<file path="config.mk">
export PLATFORM = sky130hd
export DESIGN_NAME = huffman_bit_packer
export DESIGN_NICKNAME = d
export VERILOG_FILES = /design/src/rtl/huffman_pkg.sv /design/src/rtl/huffman_word_assembler.sv /design/src/rtl/huffman_bit_packer.sv
export SDC_FILE = /design/constraint.sdc
export NUM_CORES = 1
export LEC_CHECK = 0
export ABC_AREA = 1
export BUFFER_PORTS_ARGS = -buffer_cell sky130_fd_sc_hd__buf_2
export CORE_ASPECT_RATIO = 1.1
export CORE_MARGIN = 4
export CORE_UTILIZATION = 55
export CTS_BUF_LIST = sky130_fd_sc_hd__clkbuf_8 sky130_fd_sc_hd__clkbuf_16
export DETAILED_ROUTE_END_ITERATION = 8
export HOLD_SLACK_MARGIN = 0.15
export PLACE_DENSITY = 0.77
export SYNTH_ARGS = -nofsm -noshare
export SYNTH_HDL_FRONTEND = slang
export SYNTH_SLANG_ARGS = --single-unit
export TNS_END_PERCENT = 10
</file>
<file path="constraint.sdc">
create_clock -name clk -period 3.45 [get_ports clk]
set_input_delay 0.5175 -clock clk [delete_from_list [all_inputs] [get_ports clk]]
set_output_delay 0.5175 -clock clk [all_outputs]
set_load 0.005 [all_outputs]
</file>
<file path="src/rtl/huffman_pkg.sv">
// rtl/huffman_pkg.sv - shared types and constants for the Huffman bit packing path
package huffman_pkg;

  localparam int OUT_W       = 32;
  localparam int PACK_BYTE_W = 8;

  typedef struct packed {
    logic [OUT_W-1:0]   data;
    logic [OUT_W/8-1:0] keep;
    logic               last;
  } packWord_t;

  typedef enum logic [1:0] {
    RUN   = 2'd0,
    FLUSH = 2'd1,
    LAST  = 2'd2
  } pack_state_t;

endpackage

</file>
<file path="src/rtl/huffman_word_assembler.sv">
// rtl/huffman_word_assembler.sv - byte stream to word lanes, 0xFF stuffing, output register
// HUFF_PACK_STUFF_EN enables 0xFF -> 0xFF,0x00 insertion.
module huffman_word_assembler
  import huffman_pkg::*;
#(
  parameter int OUT_W = 32
) (
  input  logic                   clk,
  input  logic                   rst_n,
  input  logic [PACK_BYTE_W-1:0] byte_tdata,
  input  logic                   byte_tvalid,
  output logic                   byte_tready,
  input  logic                   src_idle,
  input  logic                   fin,
  output logic                   fin_done,
  output logic                   stuff_busy,
  output logic                   out_valid,
  input  logic                   out_ready,
  output logic [OUT_W-1:0]       out_data,
  output logic [OUT_W/8-1:0]     out_keep,
  output logic                   out_last
);

  localparam int NLANES = OUT_W / PACK_BYTE_W;
  localparam int LANE_W = $clog2(NLANES + 1);

  logic [OUT_W-1:0]       wdata, wdata_nxt;
  logic [LANE_W-1:0]      lanes, lanes_nxt;
  logic                   stuff_pend;
  logic                   full, out_free, xfer, fin_go, space, byte_fire, lane_we;
  logic [PACK_BYTE_W-1:0] lane_byte;
  logic [NLANES-1:0]      keep_mask;

  // A full word is held back once the source has nothing left, so the flush can tag it last.
  assign full        = (lanes == LANE_W'(NLANES));
  assign out_free    = !out_valid || out_ready;
  assign xfer        = full && out_free && !(src_idle && !stuff_pend);
  assign fin_go      = fin && out_free;
  assign space       = !full || xfer;
  assign byte_tready = space && !stuff_pend && !fin;
  assign byte_fire   = byte_tvalid && byte_tready;
  assign lane_we     = byte_fire || (stuff_pend && space);
  assign lane_byte   = stuff_pend ? '0 : byte_tdata;
  assign fin_done    = fin_go;
  assign stuff_busy  = stuff_pend;
  assign keep_mask   = ~({NLANES{1'b1}} >> lanes);

`ifdef HUFF_PACK_STUFF_EN
  always_ff @(posedge clk) begin
    if (!rst_n) begin
      stuff_pend <= 1'b0;
    end else if (byte_fire && byte_tdata == 8'hFF) begin
      stuff_pend <= 1'b1;
    end else if (stuff_pend && space) begin
      stuff_pend <= 1'b0;
    end
  end
`else
  assign stuff_pend = 1'b0;
`endif

  always_comb begin
    wdata_nxt = (xfer || fin_go) ? '0 : wdata;
    lanes_nxt = (xfer || fin_go) ? '0 : lanes;
    if (lane_we) begin
      for (int i = 0; i < NLANES; i++) begin
        if (lanes_nxt == LANE_W'(i)) begin
          wdata_nxt[OUT_W-1-PACK_BYTE_W*i -: PACK_BYTE_W] = lane_byte;
        end
      end
      lanes_nxt = lanes_nxt + 1'b1;
    end
  end

  always_ff @(posedge clk) begin
    if (!rst_n) begin
      wdata     <= '0;
      lanes     <= '0;
      out_valid <= 1'b0;
      out_data  <= '0;
      out_keep  <= '0;
      out_last  <= 1'b0;
    end else begin
      wdata <= wdata_nxt;
      lanes <= lanes_nxt;
      if (xfer || fin_go) begin
        out_valid <= 1'b1;
        out_data  <= wdata;
        out_keep  <= fin_go ? keep_mask : '1;
        out_last  <= fin_go;
      end else if (out_ready) begin
        out_valid <= 1'b0;
      end
    end
  end

endmodule

</file>
<file path="src/rtl/huffman_bit_packer.sv">
// rtl/huffman_bit_packer.sv - bit accumulator and flush FSM packing Huffman codes MSB-first
// HUFF_PACK_STUFF_EN (in huffman_word_assembler) enables JPEG 0xFF byte stuffing.
module huffman_bit_packer
  import huffman_pkg::*;
#(
  parameter int CODE_W = 36,
  parameter int SIZE_W = $clog2(CODE_W) + 1,
  parameter int OUT_W  = 32,
  parameter int ACC_W  = CODE_W + 8
) (
  input  logic               clk,
  input  logic               rst_n,
  input  logic               in_valid,
  output logic               in_ready,
  input  logic [CODE_W-1:0]  in_code,
  input  logic [SIZE_W-1:0]  in_size,
  input  logic               in_done,
  output logic               out_valid,
  input  logic               out_ready,
  output logic [OUT_W-1:0]   out_data,
  output logic [OUT_W/8-1:0] out_keep,
  output logic               out_last
);

  localparam int FILL_W = $clog2(ACC_W + 1);

  pack_state_t            state;
  logic [ACC_W-1:0]       acc;
  logic [FILL_W-1:0]      fill;
  logic                   alive;
  logic [SIZE_W-1:0]      size_c, lshift;
  logic [ACC_W-1:0]       code_top, code_al;
  logic                   accept, byte_tvalid, byte_tready, byte_fire;
  logic                   src_idle, fin, fin_done, stuff_busy;
  logic [PACK_BYTE_W-1:0] byte_tdata, pad_mask;

  // alive keeps in_ready low through reset and rises on the first cycle after release.
  assign in_ready = alive && (state == RUN) && (fill < FILL_W'(PACK_BYTE_W));
  assign accept   = in_valid && in_ready;

  assign size_c   = (in_size > SIZE_W'(CODE_W)) ? SIZE_W'(CODE_W) : in_size;
  assign lshift   = SIZE_W'(CODE_W) - size_c;
  assign code_top = {in_code, {(ACC_W-CODE_W){1'b0}}};
  assign code_al  = (code_top << lshift) >> fill;

  // A short tail in FLUSH is emitted as one byte padded with 1s.
  assign pad_mask    = (fill < FILL_W'(PACK_BYTE_W)) ? (8'hFF >> fill) : 8'h00;
  assign byte_tdata  = acc[ACC_W-1 -: PACK_BYTE_W] | pad_mask;
  assign byte_tvalid = (fill >= FILL_W'(PACK_BYTE_W)) || (state == FLUSH && fill != '0);
  assign byte_fire   = byte_tvalid && byte_tready;
  assign src_idle    = (state != RUN) && (fill == '0);
  assign fin         = (state == LAST);

  always_ff @(posedge clk) begin
    if (!rst_n) begin
      state <= RUN;
      acc   <= '0;
      fill  <= '0;
      alive <= 1'b0;
    end else begin
      alive <= 1'b1;
      case (state)
        RUN:     if (accept && in_done) state <= FLUSH;
        FLUSH:   if (fill == '0 && !stuff_busy) state <= LAST;
        LAST:    if (fin_done) state <= RUN;
        default: state <= RUN;
      endcase
      if (accept) begin
        acc  <= acc | code_al;
        fill <= fill + FILL_W'(size_c);
      end else if (byte_fire) begin
        acc  <= acc << PACK_BYTE_W;
        fill <= (fill >= FILL_W'(PACK_BYTE_W)) ? fill - FILL_W'(PACK_BYTE_W) : '0;
      end
    end
  end

  huffman_word_assembler #(
    .OUT_W(OUT_W)
  ) u_asm (
    .clk        (clk),
    .rst_n      (rst_n),
    .byte_tdata (byte_tdata),
    .byte_tvalid(byte_tvalid),
    .byte_tready(byte_tready),
    .src_idle   (src_idle),
    .fin        (fin),
    .fin_done   (fin_done),
    .stuff_busy (stuff_busy),
    .out_valid  (out_valid),
    .out_ready  (out_ready),
    .out_data   (out_data),
    .out_keep   (out_keep),
    .out_last   (out_last)
  );

endmodule

</file>
==> flow_summary.yaml <==
clock_network:
  post_cts_buffers: 0
  postCtsHoldBufs: 0
  cts_buffer_depth: 2
  cts_buffers: 17
  cts_num_sinks: 126
  clk_latency_ns: 0.42
  cts_root_buf: "clkbuf_16"
  clk_pin_slew_ns: 0.06
  h-tree-depth: 4
  cts_resized: 0
  cts_tree: "yes"
power:
  clkPwrFrac: 0.223
  power.share.sequential: 0.255
  comb_power_share: 0.522
  power_switching_w: 0.00393
  p_leak_nw: 5.36
  powerDensity_mw_per_mm2: 754
  ir_drop_mv: 0.472
  swShare: 0.470
  p_int_w: 0.00444
floorplan:
  io_pins: 87
  die-area_mm2: 0.0201
  die_h_um: 148
  fp.coreArea_mm2: 0.0173
  die_w_um: 135
  start_util: 0.569
  num_rows: 50
global_route:
  grt_pass1_wl_um: 50300
  grt-ovfl-total: 0
  antenna_found_initial: 0
  grt_pass1_vias: 10500
  grt_max_degree: 61
  grt_usage: 0.303
placement:
  hpwlAfterDp_um: 22200
  pre_cts_ws_ns: -0.115
  finalWeightedCongestion: 1.01
  port_buffers: 86
timing:
  finalCritPeriodShare: 0.903
  tightest_slew_ns: 0.865
  slew-limit-headroom: 0.420
  finClkSkew_ns: 0.0114
  max_freq_ghz: 0.321
  final-hold-violation-count: 0
  post-route-min-period_ns: 3.11
  rsz0062_at_grt: "false"
  slew_viol_final: 0
  final.setup.worst_slack_ns: 0.336
  setup_viol: 0
finish:
  most-common-layout-cells: "nand3_1 (419), nand2_1 (416), dfxtp_1 (126)"
  nFillCells: 1687
  area_delta_synth_final_pct: 13.1
  ff_latch_area_mm2: 0.00252
  drive_gt1_frac: 0.139
  final_common_cell: "nand3_1"
  layout.core_utilization: 0.643
  antennaDiodeCount: 0
  fin_nets: 1757
  multiInputGateArea_mm2: 0.00628
critical_path:
  startpoint_type: "input port"
  r2r-start: "fill[5]"
  reg2reg_slack_ns: 0.38
  path_class: "in -> reg"
  critical_path_arrival_ns: 3.46
  end_kind: "register"
  cp_max_fo: 35
  reg2reg_depth: 18
  critPathRequiredTime_ns: 3.79
  r2r_end: "u_asm.wdata[3]"
synth:
  synthDistinctLibCells: 45
  netlist_area_mm2: 0.00982
  syn_nets: 1712
  syn-mean-instance-area_um2: 5.95
  yosysSeqAreaShare: 0.257
  synth_seq_cells: 126
  synthCells: 1651
  ys.warnings.count: 0
hold_path:
  hold_depth: 3
  min_from: "in_done"
  min_to: "state[0]"
  hold_path.class: "in -> reg"
routing:
  wirelength_um: 30800
  vias_per_cell: 5.87
  drcViolationCount: 0
  vias: 11400
  first_pass_iters: 6
  wl_per_cell_um: 15.9
  ant_nets: 0
  drt-initial-drc-count: 1170
job:
  maxCapViolations: 0
run_status:
  status: "finished, final reports clean"
## kinds of logic after synthesis
family,Yosys count,synth area share
and+or+nand+nor,1035,0.478
DFF,126,0.257
adders and majority gates,13,0.0173
buffers and inverters,233,0.106
AOI/OAI and AO/OA,240,0.138
xor gates and xnor gates,4,0.00357
## synthesized netlist by cell type
| cell | number | share of area |
|---|---|---|
| buf_2 | 32 | 0.016 |
| clkbuf_1 | 53 | 0.020 |
| o21bai_1 | 1 | 0.00076 |
| buf_8 | 2 | 0.0031 |
| ha_1 | 12 | 0.015 |
| o31ai_1 | 2 | 0.0015 |
| nor2_4 | 2 | 0.0023 |
| o211a_1 | 1 | 0.0010 |
| nand2_2 | 9 | 0.0057 |
| nor2_1 | 126 | 0.048 |
| buf_4 | 4 | 0.0031 |
| fa_1 | 1 | 0.0020 |
| nand3b_1 | 6 | 0.0046 |
| nand2_4 | 5 | 0.0057 |
| o211ai_1 | 14 | 0.011 |
| a311oi_1 | 4 | 0.0036 |
| a21oi_1 | 96 | 0.049 |
| dfxtp_1 | 126 | 0.26 |
| nor3b_4 | 1 | 0.0019 |
| o21ai_4 | 1 | 0.0017 |
| inv_2 | 9 | 0.0034 |
| a21oi_2 | 3 | 0.0027 |
| clkinv_1 | 2 | 0.00076 |
| o21ai_0 | 77 | 0.039 |
| a21boi_0 | 2 | 0.0015 |
| or2_2 | 4 | 0.0025 |
| o21ai_1 | 9 | 0.0046 |
| a211oi_1 | 12 | 0.0092 |
| nand3_2 | 14 | 0.014 |
| o22ai_1 | 1 | 0.00064 |
| xor2_1 | 3 | 0.0027 |
| a21o_1 | 1 | 0.00076 |
| o221ai_1 | 5 | 0.0045 |
| nor3_1 | 2 | 0.0010 |
| nand2_1 | 417 | 0.16 |
| nand4_1 | 20 | 0.013 |
| buf_6 | 11 | 0.013 |
| nand3_1 | 420 | 0.21 |
| inv_4 | 1 | 0.00064 |
| xnor2_1 | 1 | 0.00089 |
| nor3b_1 | 1 | 0.00076 |
| buf_1 | 14 | 0.0054 |
| nor2_2 | 8 | 0.0051 |
| a31oi_1 | 11 | 0.0070 |
| inv_1 | 105 | 0.040 |
## per-layer routing
layer  share of wire  vias to the layer above  routed length, µm  GRT usage
li1                -                     5643                  -          -
met1            0.41                     5122              12500      0.375
met2            0.47                      531              14600      0.512
met3           0.074                      105               2270     0.0477
met4           0.047                        0               1440      0.146
met5               0                        -                  0          0
## critical path: stages
cell and delay, ns:
buf_2 0.10, inv_1 0.06, nand2_1 0.05, nor2_1 0.11
nand2_2 0.09, nand2_4 0.08, inv_1 0.05, nor2_2 0.08
inv_1 0.05, ha_1 0.34, clkinv_1 0.09, buf_12 0.19
nand3_2 0.12, nand2_2 0.10, nand2_2 0.09, nor2_4 0.13
nand2_1 0.07, nand2_1 0.10, nand3_2 0.15, nand2_1 0.09
nand3_1 0.12, nand2_1 0.14, nand2_1 0.08, nand2_1 0.10
nand3_1 0.12, nand2_1 0.08, nand2_1 0.05, a21oi_1 0.11
## worst max-delay path by stage
stage / startpoint / to / slack, ns / cells past startpoint
after CTS: fill[5] / u_asm.wdata[12] / 0.21 / 18
after global placement: in_size[6] / acc[32] / -0.08 / 28
after detailed placement: in_size[6] / acc[32] / -0.12 / 28
final: in_size[6] / acc[32] / 0.34 / 28
after global routing: in_size[6] / acc[32] / 0.002 / 26
after floorplan: in_size[0] / acc[8] / 0.02 / 26
## cell type report
type                       instances  share of cell area
multi-input combinational       1292               0.566
sequential                       126               0.227
timing repair buffer             142              0.0857
inverter                         117              0.0398
clock buffer                      17              0.0383
tap                              234              0.0264
clock inverter                    15              0.0168
## state kept, by name (all words and copies together), names as in the netlist
signal and cells:
u_asm.out_valid 1, acc 44, fill 6, u_asm.wdata 32, u_asm.out_keep 4, u_asm.out_data 32
u_asm.out_last 1, alive 1, u_asm.lanes 3, state 2
## power groups by stage
stage,registers (W),logic [W],clock network [W]
after floorplan,0.00211,0.00300,0
after global placement,0.00213,0.00419,0
after detailed placement,0.00215,0.00424,0
after CTS,0.00212,0.00428,0.00188
after global routing,0.00217,0.00485,0.00194
final,0.00213,0.00437,0.00187
## through the flow
stage	total power [W]	cells	cell area, µm²	hold slack, ns	TNS [ns]
finish	0.00837	1943	11100	0.369	0
global route	0.00895	1943	11100	0.393	0
CTS	0.00828	1943	11100	0.361	0
detailed placement	0.00639	1911	10500	0.438	-0.790
global placement	0.00633	1911	10500	0.434	-0.377
floorplan	0.00511	1651	9830	0.424	0
No activity file was read; power rests on OpenSTA's default activity.
